## config.mk

```make
export PLATFORM = sky130hd
export DESIGN_NAME = mult_div_seq
export DESIGN_NICKNAME = d
export VERILOG_FILES = /design/src/rtl/mult_div_seq.sv
export SDC_FILE = /design/constraint.sdc
export NUM_CORES = 1
export LEC_CHECK = 0
export BUFFER_PORTS_ARGS = -buffer_cell sky130_fd_sc_hd__buf_4
export CAP_MARGIN = 40
export CORE_MARGIN = 2
export CORE_UTILIZATION = 60
export CTS_BUF_LIST = sky130_fd_sc_hd__clkbuf_4
export DETAILED_ROUTE_END_ITERATION = 6
export HOLD_SLACK_MARGIN = 0.08
export PLACE_DENSITY_LB_ADDON = 0.2
export SLEW_MARGIN = 10
export SYNTH_ARGS = -nofsm -noshare
export SYNTH_HDL_FRONTEND = slang
export SYNTH_SLANG_ARGS = --single-unit
```

## constraint.sdc

```tcl
create_clock -name clk -period 8.8 [get_ports clk]
set_input_delay 1.76 -clock clk [delete_from_list [all_inputs] [get_ports clk]]
set_output_delay 1.76 -clock clk [all_outputs]
set_load 0.05 [all_outputs]
```

## src/rtl/mult_div_seq.sv

```systemverilog
// Sequential multiply/divide unit producing a HI/LO result pair.
// Multiply is unsigned shift-add on magnitudes; divide is restoring on magnitudes;
// signs are applied in a single fix-up cycle at the end.
module mult_div_seq #(
    parameter int unsigned WIDTH = 32
) (
    input  logic             clk,
    input  logic             reset,
    input  logic             start,
    input  logic [1:0]       op,
    input  logic [WIDTH-1:0] value_A,
    input  logic [WIDTH-1:0] value_B,
    output logic             busy,
    output logic             done,
    output logic             div_zero,
    output logic [WIDTH-1:0] hi,
    output logic [WIDTH-1:0] low
);

    localparam int unsigned W  = WIDTH;
    localparam int unsigned RW = WIDTH + 1;
    localparam int unsigned PW = 2 * WIDTH;
    localparam int unsigned AW = 2 * WIDTH + 1;
    localparam int unsigned CW = $clog2(WIDTH + 1);

    typedef enum logic [1:0] {
        S_IDLE = 2'd0,
        S_RUN  = 2'd1,
        S_FIX  = 2'd2
    } state_e;

    state_e          state_q, state_d;
    logic [CW-1:0]   cnt_q, cnt_d;
    logic            div_q, div_d;        // operation is a divide
    logic            negq_q, negq_d;      // negate product / quotient
    logic            negr_q, negr_d;      // negate remainder
    logic            dz_q, dz_d;          // divide by zero in flight
    logic [AW-1:0]   acc_q, acc_d;        // {carry/R msb, P/R, Q}
    logic [W-1:0]    opb_q, opb_d;        // |B|: multiplicand or divisor
    logic            busy_q, busy_d;
    logic            done_q, done_d;
    logic            div_zero_q, div_zero_d;
    logic [W-1:0]    hi_q, hi_d;
    logic [W-1:0]    low_q, low_d;

    logic            a_neg_c, b_neg_c;
    logic [W-1:0]    a_mag_c, b_mag_c;
    logic [RW-1:0]   mul_sum_c;
    logic [AW-1:0]   mul_next_c;
    logic [RW-1:0]   div_shift_c, div_diff_c;
    logic            div_ge_c;
    logic [AW-1:0]   div_next_c;
    logic [PW-1:0]   prod_fix_c;
    logic [W-1:0]    quot_fix_c, rem_fix_c;

    // Operand signs and magnitudes; op[0]=1 selects unsigned
    always_comb begin
        a_neg_c = ~op[0] & value_A[W-1];
        b_neg_c = ~op[0] & value_B[W-1];
        a_mag_c = a_neg_c ? -value_A : value_A;
        b_mag_c = b_neg_c ? -value_B : value_B;
    end

    // One shift-add or restoring-divide step, plus the final sign fix-up
    always_comb begin
        mul_sum_c   = {1'b0, acc_q[PW-1:W]} + {1'b0, opb_q};
        mul_next_c  = acc_q[0] ? {1'b0, mul_sum_c, acc_q[W-1:1]}
                               : {1'b0, acc_q[AW-1:1]};
        div_shift_c = {acc_q[PW-1:W], acc_q[W-1]};
        div_ge_c    = div_shift_c >= {1'b0, opb_q};
        div_diff_c  = div_shift_c - {1'b0, opb_q};
        div_next_c  = {(div_ge_c ? div_diff_c : div_shift_c), acc_q[W-2:0], div_ge_c};
        prod_fix_c  = negq_q ? -acc_q[PW-1:0] : acc_q[PW-1:0];
        quot_fix_c  = negq_q ? -acc_q[W-1:0] : acc_q[W-1:0];
        rem_fix_c   = negr_q ? -acc_q[PW-1:W] : acc_q[PW-1:W];
    end

    // Next-state and registered-output logic
    always_comb begin
        state_d    = state_q;
        cnt_d      = cnt_q;
        div_d      = div_q;
        negq_d     = negq_q;
        negr_d     = negr_q;
        dz_d       = dz_q;
        acc_d      = acc_q;
        opb_d      = opb_q;
        busy_d     = busy_q;
        done_d     = 1'b0;
        div_zero_d = div_zero_q;
        hi_d       = hi_q;
        low_d      = low_q;

        case (state_q)
            S_IDLE: begin
                if (start) begin
                    busy_d     = 1'b1;
                    div_zero_d = 1'b0;
                    div_d      = op[1];
                    negq_d     = a_neg_c ^ b_neg_c;
                    negr_d     = a_neg_c;
                    opb_d      = b_mag_c;
                    cnt_d      = CW'(W);
                    acc_d      = {RW'(0), a_mag_c};
                    dz_d       = 1'b0;
                    if (op[1] && (value_B == '0)) begin
                        // Keep the raw dividend for the divide-by-zero result
                        dz_d    = 1'b1;
                        acc_d   = {RW'(0), value_A};
                        state_d = S_FIX;
                    end else begin
                        state_d = S_RUN;
                    end
                end
            end
            S_RUN: begin
                acc_d = div_q ? div_next_c : mul_next_c;
                cnt_d = cnt_q - CW'(1);
                if (cnt_q == CW'(1)) begin
                    state_d = S_FIX;
                end
            end
            S_FIX: begin
                busy_d  = 1'b0;
                done_d  = 1'b1;
                state_d = S_IDLE;
                if (dz_q) begin
                    hi_d       = acc_q[W-1:0];
                    low_d      = '1;
                    div_zero_d = 1'b1;
                end else if (div_q) begin
                    hi_d  = rem_fix_c;
                    low_d = quot_fix_c;
                end else begin
                    {hi_d, low_d} = prod_fix_c;
                end
            end
            default: begin
                state_d = S_IDLE;
            end
        endcase
    end

    // State and output registers with asynchronous clear
    always_ff @(posedge clk or negedge reset) begin
        if (!reset) begin
            state_q    <= S_IDLE;
            cnt_q      <= '0;
            div_q      <= 1'b0;
            negq_q     <= 1'b0;
            negr_q     <= 1'b0;
            dz_q       <= 1'b0;
            acc_q      <= '0;
            opb_q      <= '0;
            busy_q     <= 1'b0;
            done_q     <= 1'b0;
            div_zero_q <= 1'b0;
            hi_q       <= '0;
            low_q      <= '0;
        end else begin
            state_q    <= state_d;
            cnt_q      <= cnt_d;
            div_q      <= div_d;
            negq_q     <= negq_d;
            negr_q     <= negr_d;
            dz_q       <= dz_d;
            acc_q      <= acc_d;
            opb_q      <= opb_d;
            busy_q     <= busy_d;
            done_q     <= done_d;
            div_zero_q <= div_zero_d;
            hi_q       <= hi_d;
            low_q      <= low_d;
        end
    end

    assign busy     = busy_q;
    assign done     = done_q;
    assign div_zero = div_zero_q;
    assign hi       = hi_q;
    assign low      = low_q;

endmodule
```

==> flow_summary.json <==
{
  "drtIter0Drc": 1300,
  "endpoint_kind": "register",
  "postCtsSetupRepairBufs": 0,
  "fin_setup_tns_ns": 0,
  "status": "complete, but fails checks",
  "io_buffers": 135,
  "core_area_mm2": 0.0242,
  "nets": 2030,
  "ir_worst_vdd_mv": 0.169,
  "violations": "DRC",
  "hp-class": "register to register",
  "rows": 57,
  "synth_edf_count": 0,
  "finalSetupViolations": 0,
  "die_h_um": 161,
  "fp.dieW_um": 161,
  "grt_max_degree": 63,
  "slowest_delay_ns": 0.66,
  "leakage_nw": 7.17,
  "antenna_left": 0,
  "cp_cell_sequence": "buf_4 > inv_1 > ha_1 > or3b_2 > nor4_2 > and4_1 > and4b_1 > nor2_1 > buf_4 > o31ai_1 > xnor2_1 > a221o_1",
  "grt_usage_pct": 35.3,
  "cts.hold.buffers_added": 0,
  "critPathTopFamily": "simple AND/OR/NAND/NOR gates",
  "drive_gt1_share_pct": 11.6,
  "met3_wirelength_um": 3740,
  "postLayoutCoreUtil_pct": 66.9,
  "maxSlewViolCount": 0,
  "crit_top_cell": "buf_4",
  "max_freq_mhz": 221,
  "syn_nets": 1974,
  "synthFlopType": "dfrtp_1",
  "fin_crit_sh_pct": 51.5,
  "worst_hold_slack_ns": 0.505,
  "viasPerCell": 6.47,
  "antenna_found_initial": 1,
  "ys_ff_latch": 176,
  "cts_resized": 0,
  "worstPathArrival_ns": 5.02,
  "crit_path_start_kind": "input pin",
  "wl_per_cell_um": 20.7,
  "clk_path_buf_depth": 2,
  "grt_pass1_vias": 13535,
  "cpMaxStageDelayCell": "nor4_2",
  "yosysMostFrequentCell": "nand2_1",
  "drc": 2,
  "placed_cells_incl_taps": 2194,
  "yosysTopAreaCell": "dfrtp_1",
  "ys_types": 79,
  "synth_common_cells": "nand2_1 (200), dfrtp_1 (176), o21ai_0 (160)",
  "synth_area_leaders": "dfrtp_1 (30%), xnor2_1 (6.0%), ha_1 (5.9%)",
  "cp_num_buf_inv": 3,
  "cts_buffers": 17,
  "clock_latency_ns": 0.62,
  "grt_pass1_wl_um": 73100,
  "overflow": 0,
  "areaGrowthSynthToFinish_pct": 9.97,
  "avgSynthCellArea_um2": 8.04,
  "cts_tree": "done",
  "powerDensity_mw_per_mm2": 446,
  "top_layer": "met4",
  "routed_wl_um": 46000,
  "htreeDepth": 4,
  "clockRootBuffer": "clkbuf_4",
  "drt-met1-wl_um": 19100,
  "cp_max_fo": 27,
  "synth-seq-area-share_pct": 29.9,
  "min_period_ns": 4.53,
  "async_flop_share_pct": 100,
  "cts_sinks": 176,
  "firstDrtPassIters": 7,
  "synth_cells": 1833,
  "rsz0062_at_grt": "false",
  "synth_top_area_share_pct": 29.9,
  "dp_hpwl_um": 34600,
  "relSlewSlack_pct": 37.7,
  "dieArea_mm2": 0.0258,
  "worstPathRequired_ns": 9.29,
  "final_hold_viol_count": 0,
  "synth_warnings": 0,
  "fin_worst_skew_ns": 0.0448,
  "tightest_slew_ns": 0.928,
  "clk_pin_slew_ns": 0.18,
  "start_util_pct": 60.8,
  "vias": 14407,
  "finalNonFillerCells": 2227,
  "power_mw": 7.23,
  "gp_congestion": 0.991,
  "synth_area_mm2": 0.0147,
  "wl_met2_um": 21200,
  "cap_violations": 0,
  "worstSetupPathType": "input pin to register",
  "boundaryPins": 136
}
placed cells by master (no fill, tap or decap), types with 7 or more instances in the layout:
master / instances
or3_1: 16
a211oi_1: 13
xnor2_1: 101
o21ai_0: 160
ha_1: 70
and2_1: 19
a21o_1: 24
inv_1: 66
nor4_1: 15
o211ai_1: 9
or2_2: 7
o41ai_1: 11
and3_1: 21
a221o_1: 8
nand4_1: 12
nor2b_1: 20
mux2i_1: 73
o21bai_1: 12
xor2_1: 71
nand2b_1: 17
nor2_1: 129
o31ai_1: 27
nor3_1: 44
o31a_1: 8
buf_4: 155
o22a_1: 10
o221ai_1: 42
dfrtp_1: 175
o21a_1: 15
nand2_1: 199
clkbuf_4: 17
o22ai_1: 7
nand3_1: 33
a31oi_1: 23
a21oi_1: 155
or4_1: 13
worst paths after layout:
kind                            start       end  slack, ns  cells after the start
max reg2reg                 acc_q[13]    hi[28]       4.86                      8
min in group asynchronous       reset     hi[6]       1.03                      1
max in group asynchronous       reset     div_q       6.46                      2
min                            hi[26]    hi[26]       0.51                      2
max                        value_B[0]  acc_q[8]       4.27                     12
min reg2reg                    hi[26]    hi[26]       0.51                      2
state kept, by name (all words and copies together) (netlist names):
register / cells
acc_q: 65
busy: 1
cnt_q: 6
div_q: 1
div_zero: 1
done: 1
dz_q: 1
hi: 32
low: 32
negq_q: 1
negr_q: 1
opb_q: 32
state_q: 2
logic make-up (layout without fill, tap and decap cells):
logic type | Yosys count | after routing | synth area share (%)
AO/OA/AOI/OAI | 579 | 579 | 25.2
XOR/XNOR | 172 | 172 | 10.2
adder cells (fa/ha/maj) | 72 | 72 | 6.21
buffers and inverters | 191 | 260 | 4.99
flip-flops | 176 | 176 | 29.9
multiplexers | 76 | 76 | 5.19
other | 0 | 1 | 0
AND/OR/NAND/NOR | 567 | 567 | 18.3
cell type report:
| type | count | area, um^2 |
|---|---|---|
| clock inverter | 15 | 185 |
| tap | 324 | 405 |
| timing repair buffer | 159 | 1220 |
| fill | 2118 | 8040 |
| inverter | 69 | 259 |
| antenna | 1 | 2.50 |
| sequential | 176 | 4410 |
| clock buffer | 17 | 128 |
| multi-input combinational | 1466 | 9610 |
worst min-delay path: cells and delay by family (launching register included):
family	cells	cell delay (ns)
compound gates	1	0.06
flops	1	0.39
simple gates	1	0.05
through the flow:
| step | setup slack (ns) | cell area (um^2) |
|---|---|---|
| after CTS | 4.33 | 16200 |
| after detailed placement | 3.70 | 15900 |
| final | 4.27 | 16200 |
| after global routing | 4.16 | 16200 |
| after global placement | 3.77 | 15800 |
| after floorplan | 4.59 | 14700 |
power by group:
group	total [mW]	internal, mW	switching, mW	leakage, nW
sequential	1.74	1.13	0.612	2.27
clock	0.509	0.137	0.372	0.161
combinational	4.98	2.03	2.95	4.74
total	7.23	3.30	3.93	7.17
metal layers:
layer  vias to the layer above  GRT usage [%]
li1                       6761              -
met2                       721           57.3
met5                         -              0
met4                         0           15.2
met3                       129           5.04
met1                      6796           47.2
(Power assumes the default switching activity.)
